===== src/rtl/seg_scan_driver_pkg.sv =====
// Shared 7-segment display constants: active-low glyphs {g,f,e,d,c,b,a} and digit positions.
// Reused by the timer preset path and any later display blocks.
package seg_scan_driver_pkg;

  localparam logic [6:0] SEG_0     = 7'h40;
  localparam logic [6:0] SEG_1     = 7'h79;
  localparam logic [6:0] SEG_2     = 7'h24;
  localparam logic [6:0] SEG_3     = 7'h30;
  localparam logic [6:0] SEG_4     = 7'h19;
  localparam logic [6:0] SEG_5     = 7'h12;
  localparam logic [6:0] SEG_6     = 7'h02;
  localparam logic [6:0] SEG_7     = 7'h78;
  localparam logic [6:0] SEG_8     = 7'h00;
  localparam logic [6:0] SEG_9     = 7'h10;
  localparam logic [6:0] SEG_DASH  = 7'h3F;
  localparam logic [6:0] SEG_BLANK = 7'h7F;

  localparam int NUM_DIGITS = 3;

  // Digit positions, rightmost first; the scan visits them in this order.
  typedef enum logic [1:0] {
    DIG_TENTHS = 2'd0,
    DIG_ONES   = 2'd1,
    DIG_TENS   = 2'd2
  } dig_idx_e;

endpackage


===== src/rtl/seg_scan_driver_bcd_to_seg.sv =====
// Combinational BCD to active-low 7-segment decode; 10..14 render a dash, 15 is blank.
module seg_scan_driver_bcd_to_seg
  import seg_scan_driver_pkg::*;
(
  input  logic [3:0] bcd,
  output logic [6:0] seg
);

  always_comb begin
    seg = SEG_DASH;
    case (bcd)
      4'd0:    seg = SEG_0;
      4'd1:    seg = SEG_1;
      4'd2:    seg = SEG_2;
      4'd3:    seg = SEG_3;
      4'd4:    seg = SEG_4;
      4'd5:    seg = SEG_5;
      4'd6:    seg = SEG_6;
      4'd7:    seg = SEG_7;
      4'd8:    seg = SEG_8;
      4'd9:    seg = SEG_9;
      4'd15:   seg = SEG_BLANK;
      default: seg = SEG_DASH;
    endcase
  end

endmodule


===== src/rtl/seg_scan_driver.sv =====
// Three-digit multiplexed common-anode display driver with anti-ghost guard,
// per-frame input snapshot, leading-zero blanking and blink gating; all pins registered.
module seg_scan_driver
  import seg_scan_driver_pkg::*;
#(
  parameter int CLK_HZ    = 50_000_000,
  parameter int SCAN_HZ   = 1000,
  parameter int GUARD_CYC = 16,
  parameter int BLINK_HZ  = 2
) (
  input  logic       clk,
  input  logic       rst,
  input  logic       en,
  input  logic [3:0] tens,
  input  logic [3:0] ones,
  input  logic [3:0] xiaoshu,
  input  logic       point,
  input  logic       led,
  input  logic       lzb,
  output logic [2:0] an,
  output logic [6:0] seg,
  output logic       dp,
  output logic       frame
);

  localparam int DIV       = CLK_HZ / SCAN_HZ;
  localparam int BLINK_DIV = CLK_HZ / BLINK_HZ;
  localparam int PW        = (DIV > 1) ? $clog2(DIV) : 1;
  localparam int BW        = (BLINK_DIV > 1) ? $clog2(BLINK_DIV) : 1;

  logic [PW-1:0] presc;
  logic [BW-1:0] blink_cnt;
  logic          run;
  dig_idx_e      idx, idx_nxt;

  logic [3:0]    sh_tens, sh_ones, sh_tenths;
  logic          sh_point, sh_led, sh_lzb;

  logic          slot_end, snap, blink_off, blank_tens;
  logic [3:0]    cur_bcd;
  logic [6:0]    dec_seg;
  logic [2:0]    an_d;
  logic [6:0]    seg_d;
  logic          dp_d, frame_d;

  assign slot_end = (presc == PW'(DIV - 1));
  // A fresh frame starts either on the first enabled cycle or when the tens slot finishes.
  assign snap     = en && (!run || (slot_end && idx == DIG_TENS));

  always_ff @(posedge clk) begin
    if (rst) begin
      idx <= DIG_TENTHS;
    end else begin
      idx <= idx_nxt;
    end
  end

  always_comb begin
    idx_nxt = idx;
    if (!en) begin
      idx_nxt = DIG_TENTHS;
    end else if (run && slot_end) begin
      case (idx)
        DIG_TENTHS: idx_nxt = DIG_ONES;
        DIG_ONES:   idx_nxt = DIG_TENS;
        default:    idx_nxt = DIG_TENTHS;
      endcase
    end
  end

  // The first enabled cycle only loads the snapshot; slot 0 begins on the next one.
  always_ff @(posedge clk) begin
    if (rst) begin
      presc <= '0;
      run   <= 1'b0;
    end else if (!en) begin
      presc <= '0;
      run   <= 1'b0;
    end else if (!run) begin
      run   <= 1'b1;
    end else begin
      presc <= slot_end ? '0 : presc + 1'b1;
    end
  end

  always_ff @(posedge clk) begin
    if (rst) begin
      blink_cnt <= '0;
    end else begin
      blink_cnt <= (blink_cnt == BW'(BLINK_DIV - 1)) ? '0 : blink_cnt + 1'b1;
    end
  end

  always_ff @(posedge clk) begin
    if (rst) begin
      sh_tens   <= '0;
      sh_ones   <= '0;
      sh_tenths <= '0;
      sh_point  <= 1'b0;
      sh_led    <= 1'b0;
      sh_lzb    <= 1'b0;
    end else if (snap) begin
      sh_tens   <= tens;
      sh_ones   <= ones;
      sh_tenths <= xiaoshu;
      sh_point  <= point;
      sh_led    <= led;
      sh_lzb    <= lzb;
    end
  end

  always_comb begin
    cur_bcd = sh_tenths;
    case (idx)
      DIG_ONES: cur_bcd = sh_ones;
      DIG_TENS: cur_bcd = sh_tens;
      default:  cur_bcd = sh_tenths;
    endcase
  end

  seg_scan_driver_bcd_to_seg u_bcd_to_seg (
    .bcd (cur_bcd),
    .seg (dec_seg)
  );

  assign blank_tens = (idx == DIG_TENS) && sh_lzb && (sh_tens == 4'd0);
  assign blink_off  = sh_led && (blink_cnt >= BW'(BLINK_DIV / 2));

  // Segments follow the digit index, so they settle during the guard before the anode lights.
  always_comb begin
    an_d    = 3'b111;
    seg_d   = SEG_BLANK;
    dp_d    = 1'b1;
    frame_d = snap;
    if (en && run) begin
      if (presc >= PW'(GUARD_CYC)) begin
        an_d = ~(3'b001 << idx);
      end
      if (!blank_tens && !blink_off) begin
        seg_d = dec_seg;
      end
      dp_d = !((idx == DIG_ONES) && sh_point && !blink_off);
    end
  end

  always_ff @(posedge clk) begin
    if (rst) begin
      an    <= 3'b111;
      seg   <= SEG_BLANK;
      dp    <= 1'b1;
      frame <= 1'b0;
    end else begin
      an    <= an_d;
      seg   <= seg_d;
      dp    <= dp_d;
      frame <= frame_d;
    end
  end

endmodule


===== config.mk =====
export PLATFORM = sky130hd
export DESIGN_NAME = seg_scan_driver
export DESIGN_NICKNAME = d
export VERILOG_FILES = /design/src/rtl/seg_scan_driver_pkg.sv /design/src/rtl/seg_scan_driver_bcd_to_seg.sv /design/src/rtl/seg_scan_driver.sv
export SDC_FILE = /design/constraint.sdc
export NUM_CORES = 1
export LEC_CHECK = 0
export ABC_AREA = 1
export CAP_MARGIN = 5
export CELL_PAD_IN_SITES_DETAIL_PLACEMENT = 0
export CELL_PAD_IN_SITES_GLOBAL_PLACEMENT = 1
export CORE_ASPECT_RATIO = 0.7
export CORE_MARGIN = 2
export CORE_UTILIZATION = 42
export DETAILED_ROUTE_END_ITERATION = 8
export GPL_TIMING_DRIVEN = 0
export PLACE_DENSITY = 0.81
export SETUP_SLACK_MARGIN = 0.2
export SLEW_MARGIN = 5
export SYNTH_ARGS = -nofsm -noshare
export SYNTH_HDL_FRONTEND = slang
export SYNTH_SLANG_ARGS = --single-unit

===== constraint.sdc =====
create_clock -name clk -period 2.7 [get_ports clk]
set_clock_uncertainty 0.05 [all_clocks]
set_input_delay 0.54 -clock clk [delete_from_list [all_inputs] [get_ports clk]]
set_output_delay 0.54 -clock clk [all_outputs]
set_load 0.02 [all_outputs]

* Yosys cells after proc, flatten, opt, wreduce, memory -nomap -nowiden
Memories as Yosys holds them, arrays and structs flattened. A register that Yosys moved wholly into a read port is not among the register bits. Cells that the tools add are included.
Word-level totals: register bits 64, ROM bits 112, input port bits 18, output and inout port bits 12, logic and storage cells 54, memories 1
Memory list:
- (name not given) | words 16, bits a word 7, rd ports 1, clocked after memory_dff 1, wr ports 0, RTL line seg_scan_driver_bcd_to_seg.sv:11 | case (bcd)
Cells by class: add/subtract/negate cells 2, order comparisons 2, equality and inequality tests 4, shift operators 1, multiplexer cells 4, bitwise logic cells 5, reductions and logical operators 22
Operator list (count):
- $add A25 B1 Y25 const B | 1
- $eq A25 B25 Y1 const B | 1
- $ge A25 B24 Y1 const B | 1
- $add A16 B1 Y16 const B | 1
- $eq A16 B16 Y1 const B | 1
- $ge A16 B5 Y1 const B | 1
- $mux W16 | 1
- $logic_and A1 B1 Y1 | 10
- $pmux W4 S2 | 1
- $reduce_or A2 Y1 | 3
- $reduce_or A3 Y1 | 2
- $logic_not A1 Y1 | 4
- $logic_not A4 Y1 | 1
- $not A1 Y1 | 4
- $pmux W2 S2 | 1
- $not A3 Y3 | 1
- $shl A1 B2 Y3 const A | 1
- $eq A2 B1 Y1 const B | 1
- $eq A2 B2 Y1 const B | 1
- $logic_not A2 Y1 | 1
- $logic_or A1 B1 Y1 | 1
- $mux W1 | 1

* Longest topological paths before layout
word-level depth 7, gate-level depth with buffers 13, depth with buffers taken out 13

* Modules after synthesis
From an unflattened synthesis, not the netlist that was laid out.
Unflattened totals: cell total of the unflattened synthesis 566, area total of the unflattened synthesis 3828.7 sq um
Modules (own cells, without submodules):
- seg_scan_driver | times used 1, cells each 531, area each 3631.0 sq um
- seg_scan_driver_bcd_to_seg | times used 1, cells each 35, area each 197.7 sq um

* Least setup slack after synthesis
Ideal clock, no wire load.
path type flip-flop to flip-flop, start register idx[0], end register seg[1], library setup time 0.129 ns, data arrival time 1.972 ns, required time 2.521 ns, path slack 0.549 ns, stages on the path, launching flop included 10, path through dfxtp_1 -> inv_1 -> ha_1 -> buf_6 -> o21ai_0 -> inv_1 -> ha_1 -> nand3_1 -> a21boi_0 -> nand3_1
On the way: word-level cells in the longest chain between the ends 7, elaborated cells between the ends (all ways) 9
RTL lines:
- start, declared | RTL line seg_scan_driver.sv:34 | dig_idx_e idx, idx_nxt;
- start signal, assigned | RTL line seg_scan_driver.sv:54 | idx <= idx_nxt;
- $eq A2 B2 Y1 | RTL line seg_scan_driver.sv:114, seg_scan_driver.sv:126
- $logic_and A1 B1 Y1 (2 in series) | RTL line seg_scan_driver.sv:126 | assign blank_tens = (idx == DIG_TENS) && sh_lzb && (sh_tens == 4'd0);
- $logic_not A1 Y1 | RTL line seg_scan_driver.sv:139 | if (!blank_tens && !blink_off) begin
- $logic_and A1 B1 Y1 | RTL line seg_scan_driver.sv:139
- $not A1 Y1 (no source line)
- $reduce_or A3 Y1 (no source line)
- end, declared | RTL line seg_scan_driver.sv:21 | output logic [6:0] seg,
Several ways; a longest one is shown, not always the timed one. A chain may end at the register's enable or synchronous reset.

* Worst setup path after layout
Same ends and word-level chain as after synthesis.

==> results.yml <==
finish:
  antenna_cells: 0
  multi_input_area_um2: 2040
  finalNonFillerCells: 719
  seqCellArea_um2: 1420
  fill_cells: 928
  nNetsFinal: 623
  area_delta_synth_final_pct: 18.9
  drive_above_1_share: 0.104
  fin_util: 0.510
setup_path:
  crit_path_max_fanout: 10
  cp.required_ns: 2.86
  cpLargestDelayFamily: "simple AND/OR/NAND/NOR gates"
  crit_chain: "inv_1 -> ha_1 -> buf_6 -> or2_2 -> nand2_1 -> inv_1 -> ha_1 -> nand3_1 -> a21boi_0 -> nand3_1"
  worstSetupEndpointType: "register"
  worstSetupStartpointType: "register"
  crit_arrival_ns: 2.49
  critPathMaxStageDelay_ns: 0.35
  crit_type: "reg2reg"
  cp_slowest_cell: "dfxtp_1"
  path_buf_inv: 3
cts:
  cts_buffer_depth: 2
  cts_inserted_buffers: 9
  clk_pin_slew_worst_paths_ns: 0.06
  cts_tree: "yes"
  root_buffer: "clkbuf_16"
  ctsHtreeMaxLevel: 3
  cts_setup_buffers: 0
  cts.sinks: 71
  clk_latency_ns: 0.33
yosys:
  yosysTopAreaCellShare: 0.370
  synth-seq-area-share: 0.370
  synthDistinctLibCells: 41
  synthFlopType: "dfxtp_1"
  synthArstFlopShare: 0
  synth-edff-count: 0
  netlist.top_cell.by_area: "dfxtp_1"
  avgSynthCellArea_um2: 6.97
  yosys.cell_count.top_type: "nand2_1"
  synthTopCellsByCount: "nand2_1 (121), nor2_1 (87), dfxtp_1 (71)"
  synth.ff_latch_count: 71
  yosysWarnings: 0
  postSynthCellCount: 551
  syn_area_um2: 3840
  syn-num-nets: 583
  synth_area_leaders: "dfxtp_1 (37%), nand2_1 (12%), nor2_1 (8.5%)"
timing:
  hold_viol: 0
  grt_setup_unrepaired: "false"
  finalCritPeriodShare: 0.863
  final-setup-viol-count: 0
  finalSetupTns_ns: 0
  fmax_ghz: 0.429
  maxSlewHeadroom: 0.674
  tightestPinTransition_ns: 0.483
  final_max_slew_viol_count: 0
  min_period_ns: 2.33
grt:
  grt_pass1_vias: 3147
  grt_pass1_wl_um: 15200
  grt_start_max_net_pins: 11
  antenna_found_initial: 0
  track_usage: 0.192
  grt_overflow: 0
job:
  cap_violations: 0
floorplan:
  io_pins: 30
  die_area_um2: 9940
  dieHeight_um: 84.0
  initial_utilization: 0.429
  core_area_um2: 8960
  rows: 29
  die_w_um: 118
placed_design:
  post-place-cells: 704
  hpwl_um: 6750
  portBuffers: 29
  gp_congestion: 0.844
power:
  power_density_nw_per_um2: 525
  power_w: 0.00240
  leakagePower_nw: 1.84
  vdd_ir_drop_max_uv: 355
detailed_routing:
  via_per_inst: 4.87
  vias: 3500
  drt-total-wl_um: 8950
  wl_per_cell_um: 12.4
  dr.pass1.iters: 5
  ant_nets: 0
  drt-initial-drc-count: 220
  drc: 0
outcome:
  outcome: "completed"
worst_hold_path:
  hp-class: "reg2reg"
registers in the layout (all words and copies together), names as in the netlist:
signal	cells
blink_cnt	25
presc	16
seg	7
sh_ones	4
sh_tens	4
sh_tenths	4
an	3
idx	2
dp	1
frame	1
run	1
sh_led	1
sh_lzb	1
sh_point	1
tightest hold or removal path, stage by stage, from the launching register on:
cell and delay [ns]:
dfxtp_1 0.32, a21oi_1 0.04, nor2_1 0.08
power by group:
part           internal, W  switching (W)  leakage (nW)
Combinational    0.0000849       0.000106          1.13
Clock             0.000693       0.000422         0.136
Sequential         0.00107      0.0000159         0.577
per-stage QoR:
| stage | worst slack, ns | instance area [µm²] | hold WS [ns] |
|---|---|---|---|
| 6_report | 0.369 | 4570 | 0.426 |
| 5_1_grt | 0.207 | 4570 | 0.442 |
| 4_1_cts | 0.318 | 4560 | 0.433 |
| 3_5_place_dp | 0.167 | 4290 | 0.415 |
| 3_3_place_gp | 0.292 | 4290 | 0.407 |
| 2_1_floorplan | 0.549 | 3840 | 0.390 |
kinds of logic after synthesis:
| kind of cell | share of synthesized area |
|---|---|
| adders and majority gates | 0.0456 |
| buffers and inverters | 0.101 |
| DFF | 0.370 |
| and+or+nand+nor | 0.368 |
| xor gates and xnor gates | 0.0274 |
| AOI/OAI and AO/OA | 0.0883 |
placed cells by master (no fill, tap or decap), types with 2 or more instances in the layout:
cell type and n:
a211oi_1 3, a21boi_0 2, a21oi_1 34, a21oi_2 4, buf_6 9, clkbuf_1 4, clkbuf_16 9, clkbuf_8 3
clkdlybuf4s50_1 29, dfxtp_1 71, ha_1 14, inv_1 66, inv_2 5, nand2_1 121, nand2_2 10, nand3_1 52
nand3_2 5, nand3b_1 3, nand4_1 9, nor2_1 87, nor2_2 6, nor2_4 2, nor3_1 5, o211ai_1 2
o21a_1 2, o21ai_0 7, o21bai_1 2, or2_2 2, xnor2_1 2, xor2_1 10
layout make-up:
cell class / instances / area share
Clock buffer: 15 / 0.0608
Tap cell: 124 / 0.0340
Inverter: 73 / 0.0605
Sequential cell: 71 / 0.311
Buffer: 11 / 0.0241
Timing Repair Buffer: 29 / 0.0635
Multi-Input combinational cell: 396 / 0.446
final timing paths:
kind              startpoint  endpoint  slack, ns  cells past startpoint
setup / recovery      idx[0]    seg[1]       0.37                     10
hold / removal      sh_point  sh_point       0.43                      2
setup reg to reg      idx[0]    seg[1]       0.37                     10
hold reg to reg     sh_point  sh_point       0.43                      2
what timing repair did:
item                                    in CTS  in global routing
pin swaps                                    0                  0
resized for setup                            1                  1
hold buffers                                 0                  0
endpoints found under the setup margin       1                  1
layer usage:
layer / vias up / track usage / part of all wire
met3: 5 / 0.0806 / 0.061
met1: 1599 / 0.276 / 0.54
li1: 1831 / - / -
met4: 0 / 0.0427 / 0.0061
met5: - / 0 / 0
met2: 65 / 0.265 / 0.40
(Power assumes the default switching activity.)
